`config.mk`:
```
export PLATFORM = sky130hd
export DESIGN_NAME = ifu_prefetch
export DESIGN_NICKNAME = d
export VERILOG_FILES = /design/src/rtl/ifu_prefetch.sv
export SDC_FILE = /design/constraint.sdc
export NUM_CORES = 1
export LEC_CHECK = 0
export ABC_AREA = 0
export CELL_PAD_IN_SITES_DETAIL_PLACEMENT = 0
export CELL_PAD_IN_SITES_GLOBAL_PLACEMENT = 1
export CORE_AREA = 2 2 171 173
export DETAILED_ROUTE_END_ITERATION = 10
export DIE_AREA = 0 0 173 175
export PLACE_DENSITY_LB_ADDON = 0.1
export RECOVER_POWER = 100
export SLEW_MARGIN = 20
export SYNTH_ARGS = -nofsm -noshare
export SYNTH_HDL_FRONTEND = slang
export SYNTH_SLANG_ARGS = --single-unit
```
`constraint.sdc`:
```
create_clock -name clk_i -period 10.9 [get_ports clk_i]
set_input_delay 1.635 -clock clk_i [delete_from_list [all_inputs] [get_ports clk_i]]
set_output_delay 1.635 -clock clk_i [all_outputs]
set_load 0.05 [all_outputs]
```
`src/rtl/ifu_prefetch.sv`:
```
// Instruction fetch unit: single-outstanding sequential prefetcher feeding a
// small {pc, inst} queue towards ID, with redirect flush and stale-response drop.
module ifu_prefetch #(
    parameter int unsigned                  DATA_WIDTH = 32,
    parameter logic [DATA_WIDTH-1:0]        RESET_PC   = 32'h8000_0000,
    parameter int unsigned                  FIFO_DEPTH = 4
) (
    input  logic                    clk_i,
    input  logic                    rst_ni,
    input  logic                    fetch_enable_i,
    input  logic                    redirect_valid_i,
    input  logic [DATA_WIDTH-1:0]   redirect_pc_i,
    output logic                    imem_req_valid_o,
    input  logic                    imem_req_ready_i,
    output logic [DATA_WIDTH-1:0]   imem_req_addr_o,
    input  logic                    imem_resp_valid_i,
    input  logic [DATA_WIDTH-1:0]   imem_resp_data_i,
    output logic                    if_to_id_valid_o,
    input  logic                    id_to_if_ready_i,
    output logic [2*DATA_WIDTH-1:0] if_to_id_bus_o
);

    localparam int unsigned AW = $clog2(FIFO_DEPTH);
    localparam int unsigned CW = AW + 1;
    localparam logic [CW-1:0] DEPTH_C = CW'(FIFO_DEPTH);

    typedef enum logic [1:0] {S_IDLE, S_REQ, S_WAIT} state_e;

    state_e                  state_q, state_d;
    logic [DATA_WIDTH-1:0]   fetch_pc_q, fetch_pc_d;
    logic [DATA_WIDTH-1:0]   addr_q, addr_d;
    logic [DATA_WIDTH-1:0]   req_pc_q, req_pc_d;
    logic                    drop_q, drop_d;
    logic [AW-1:0]           wr_ptr_q, wr_ptr_d;
    logic [AW-1:0]           rd_ptr_q, rd_ptr_d;
    logic [CW-1:0]           count_q, count_d;
    logic [2*DATA_WIDTH-1:0] mem_q [FIFO_DEPTH];

    logic push;
    logic pop;
    logic credit;
    logic start;

    always_comb begin
        push   = (state_q == S_WAIT) && imem_resp_valid_i && !drop_q && !redirect_valid_i;
        pop    = (count_q != '0) && id_to_if_ready_i;
        // The slot for a response pushed this very cycle must be reserved before
        // a follow-on request is issued, otherwise a stalled ID could overflow us.
        credit = redirect_valid_i || ((count_q + CW'(push)) < DEPTH_C);
        start  = fetch_enable_i && credit;
    end

    always_comb begin
        state_d    = state_q;
        fetch_pc_d = fetch_pc_q;
        addr_d     = addr_q;
        req_pc_d   = req_pc_q;
        drop_d     = drop_q;

        case (state_q)
            S_IDLE: begin
                if (start) begin
                    state_d = S_REQ;
                    addr_d  = redirect_valid_i ? redirect_pc_i : fetch_pc_q;
                end
            end
            S_REQ: begin
                if (imem_req_ready_i) begin
                    state_d  = S_WAIT;
                    req_pc_d = addr_q;
                    // A stale request (redirected while stalled) must not advance the pc.
                    if (!drop_q) begin
                        fetch_pc_d = addr_q + DATA_WIDTH'(4);
                    end
                end
            end
            S_WAIT: begin
                if (imem_resp_valid_i) begin
                    drop_d = 1'b0;
                    if (start) begin
                        state_d = S_REQ;
                        addr_d  = redirect_valid_i ? redirect_pc_i : fetch_pc_q;
                    end else begin
                        state_d = S_IDLE;
                    end
                end
            end
            default: state_d = S_IDLE;
        endcase

        if (redirect_valid_i) begin
            fetch_pc_d = redirect_pc_i;
            if ((state_q == S_REQ) || ((state_q == S_WAIT) && !imem_resp_valid_i)) begin
                drop_d = 1'b1;
            end
        end
    end

    always_comb begin
        wr_ptr_d = wr_ptr_q + AW'(push);
        rd_ptr_d = rd_ptr_q + AW'(pop);
        count_d  = count_q;
        case ({push, pop})
            2'b10:   count_d = count_q + CW'(1);
            2'b01:   count_d = count_q - CW'(1);
            default: count_d = count_q;
        endcase
        if (redirect_valid_i) begin
            wr_ptr_d = '0;
            rd_ptr_d = '0;
            count_d  = '0;
        end
    end

    always_ff @(posedge clk_i or negedge rst_ni) begin
        if (!rst_ni) begin
            state_q    <= S_IDLE;
            fetch_pc_q <= RESET_PC;
            addr_q     <= RESET_PC;
            req_pc_q   <= RESET_PC;
            drop_q     <= 1'b0;
            wr_ptr_q   <= '0;
            rd_ptr_q   <= '0;
            count_q    <= '0;
        end else begin
            state_q    <= state_d;
            fetch_pc_q <= fetch_pc_d;
            addr_q     <= addr_d;
            req_pc_q   <= req_pc_d;
            drop_q     <= drop_d;
            wr_ptr_q   <= wr_ptr_d;
            rd_ptr_q   <= rd_ptr_d;
            count_q    <= count_d;
        end
    end

    // Queue storage carries data only; validity lives entirely in count_q.
    always_ff @(posedge clk_i) begin
        if (push) begin
            mem_q[wr_ptr_q] <= {req_pc_q, imem_resp_data_i};
        end
    end

    assign imem_req_valid_o = (state_q == S_REQ);
    assign imem_req_addr_o  = addr_q;
    assign if_to_id_valid_o = (count_q != '0);
    assign if_to_id_bus_o   = mem_q[rd_ptr_q];

endmodule

```
==> impl_metrics.ini <==
[outcome]
run_status = finished, violations left
violations_in_the_final_reports = max-capacitance violations, max-slew violations

[timing]
finalClockSkew_ns = 0.0127
rsz0062_at_grt = no
timing.final.hold_violations = 0
post-route-period-util_pct = 66.2
totalNegativeSetupSlack_ns = 0
layout_setup_ws_ns = 3.69
pin_slew_with_the_least_headroom_to_its_limit_ns = 4.14
maximum_operating_frequency_mhz = 139
setup_viol = 0
drv_slew = 569
max_slew_margin_pct = -176
min_period_ns = 7.21

[global_routing]
grt_max_degree = 68
grt_pass1_vias = 7667
globalRouteTotalUtil_pct = 19.3
grt_first_pass_wirelength_microns = 45000
grt_overflow = 0
number_of_antenna_violations_at_the_first_check_in_global_routing = 0

[cts]
clk_pin_slew_worst_paths_ns = 0.06
post_cts_resize_count = 0
htree_levels = 2
hold_buffer_count_at_cts = 0
clock_latency_on_the_worst_skew_pair_ns = 0.52
cts_tree = built
cts_max_path_buffers = 3
clock-sinks = 362
cts_inserted_buffers = 38
cts_root_buf = sky130_fd_sc_hd__clkbuf_16
postCtsSetupBuffers = 0

[final_layout]
mostFrequentLayoutCells = sky130_fd_sc_hd__edfxtp_1, sky130_fd_sc_hd__dlygate4sd3_1, sky130_fd_sc_hd__dfrtp_1
nNetsFinal = 1075
regArea_sq_um = 10300
synthToLayoutAreaGrowth_pct = 22.5
diodes = 0
fillers = 2143
post_route_cells_drive_above_1_share_pct = 16.1
multiInputGateArea_sq_um = 3800
final_cells = 1413
layout.cells.most_common = sky130_fd_sc_hd__edfxtp_1
fin_util_pct = 62.1

[synthesis]
syn_nets = 902
post_synth_edffs = 256
synth_top_family_by_area = multiplexers
postSynthCellCount = 827
yosysWarnings = 0
ys_seq_elements = 362
synth.lib_cells_used.distinct = 49
synth_compound_area_share_pct = 4.31
yosys_most_used_dff = sky130_fd_sc_hd__edfxtp_1
synth_fa_ha_area_share_pct = 0.400
post_synth_and_or_nand_nor_area_fraction_pct = 5.46
synth_mux_area_share_pct = 14.5
synth.avg_cell_area_sq_um = 17.4
yosys.area_share.xor_xnor_pct = 1.77
syn-cell-area_sq_um = 14400
synth_seq_area_share_pct = 71.9
synth_async_sr_flop_share_pct = 29.3

[critical_path]
timing.setup.critical_path_class = input port to flop
critical_path.startpoint_type = input port
worst_path_fanout_max = 48
crit_path_end_kind = flop
critical_path_required_ns = 10.98
critPathArrivalTime_ns = 7.29

[route]
firstDrtPassIters = 5
drt-initial-drc-count = 685
antenna_violating_nets_post_route = 0
drc_markers = 0
drt-vias-per-instance = 5.46
vias = 7720
routed_wire_length_per_instance_microns = 20.7
wl_microns = 29200

[floorplan]
core_area_sq_um = 28400
floorplan.initialDensity_pct = 50.7
fp.dieH_microns = 175
die-area_sq_um = 30300
ios = 169
die-width_microns = 173
fp-row-count = 62

[pwr]
design_power_total_mw = 4.41
power.density_nw_per_um2 = 250
peakVddDrop_mv = 0.140
power_leakage_nw = 6.30

[placed_design]
place_ws_ns = 6.32
place.port_buffers = 168
gp_congestion = 0.739
placed_cells = 1344
place.detailed.hpwl_microns = 17800

[job]
cap_viol_max_count = 11

[min_path]
worst_hold_path_type = flop to flop
## logic make-up (layout without fill, tap and decap cells)
kind of cell | count (synthesis) | count (layout)
and+or+nand+nor | 149 | 149
xor gates and xnor gates | 29 | 29
adders and majority gates | 4 | 4
buffers and inverters | 54 | 256
AOI/OAI and AO/OA | 104 | 104
muxes | 125 | 125
DFF | 362 | 362
## sequential cells by signal (all words and copies together) (netlist names)
register / flops
count_q: 3
drop_q: 1
fetch_pc_q: 32
imem_req_addr_o: 32
mem_q: 256
rd_ptr_q: 2
req_pc_q: 32
state_q: 2
wr_ptr_q: 2
## power by group
group / internal (mW) / switching (mW)
registers: 1.69 / 0.248
clock network: 0.765 / 0.502
logic: 0.455 / 0.751
total: 2.91 / 1.50
## Yosys cell counts (7+ instances only)
library cell	n	area, sq um
sky130_fd_sc_hd__mux2_2	28	315
sky130_fd_sc_hd__o21ai_1	25	125
sky130_fd_sc_hd__o21ai_0	32	160
sky130_fd_sc_hd__mux2i_1	33	330
sky130_fd_sc_hd__dfrtp_1	103	2580
sky130_fd_sc_hd__edfxtp_1	256	7690
sky130_fd_sc_hd__a22oi_1	15	113
sky130_fd_sc_hd__xnor2_1	12	105
sky130_fd_sc_hd__nand2_1	60	225
sky130_fd_sc_hd__nand2b_1	8	50.1
sky130_fd_sc_hd__nand3_1	11	55.1
sky130_fd_sc_hd__clkbuf_1	17	63.8
sky130_fd_sc_hd__xor2_1	17	149
sky130_fd_sc_hd__mux4_2	64	1440
sky130_fd_sc_hd__buf_2	18	90.1
sky130_fd_sc_hd__nand4_1	7	43.8
sky130_fd_sc_hd__inv_1	10	37.5
sky130_fd_sc_hd__nor2_1	30	113
sky130_fd_sc_hd__a21oi_1	11	55.1
## metrics by stage
stage               hold slack, ns  area [sq um]
finish                       0.502         17600
global placement             0.482         16400
global route                 0.525         17600
detailed placement           0.489         16400
floorplan                    0.469         14400
CTS                          0.504         17700
## cell type report
cell class | count | area share, %
well taps | 384 | 2.73
inverters | 10 | 0.213
repair buffers | 177 | 9.72
flip-flops and latches | 362 | 58.7
clock inverters | 13 | 0.660
clock buffers | 56 | 6.41
multi-input cells | 411 | 21.6
## final timing paths
check,slack [ns],endpoint,cells past startpoint,start
worst min-delay path,0.50,fetch_pc_q[13],2,fetch_pc_q[13]
worst max-delay path,3.69,mem_q[1][24],6,redirect_valid_i
max in group asynchronous,4.78,req_pc_q[19],2,rst_ni
worst min register to register,0.50,fetch_pc_q[13],2,fetch_pc_q[13]
worst max register to register,5.48,mem_q[1][24],5,state_q[0]
min in group asynchronous,1.74,imem_req_addr_o[2],1,rst_ni
## layer usage
| metal | global-route usage, % | share of wire (%) | up-vias |
|---|---|---|---|
| met3 | 3.15 | 4.4 | 44 |
| met5 | 0 | 0 | - |
| met2 | 30.9 | 47 | 215 |
| met1 | 28.1 | 47 | 3913 |
| met4 | 4.59 | 1.7 | 0 |
| li1 | - | - | 3548 |
## worst max-delay path, cell delays in order
cell                       delay, ns
sky130_fd_sc_hd__clkbuf_1       0.82
sky130_fd_sc_hd__nor4b_1        0.65
sky130_fd_sc_hd__and2_0         0.50
sky130_fd_sc_hd__nand2_1        0.10
sky130_fd_sc_hd__nor2_1         1.73
sky130_fd_sc_hd__clkbuf_1       1.80
Power figures use the tool's default switching activity.
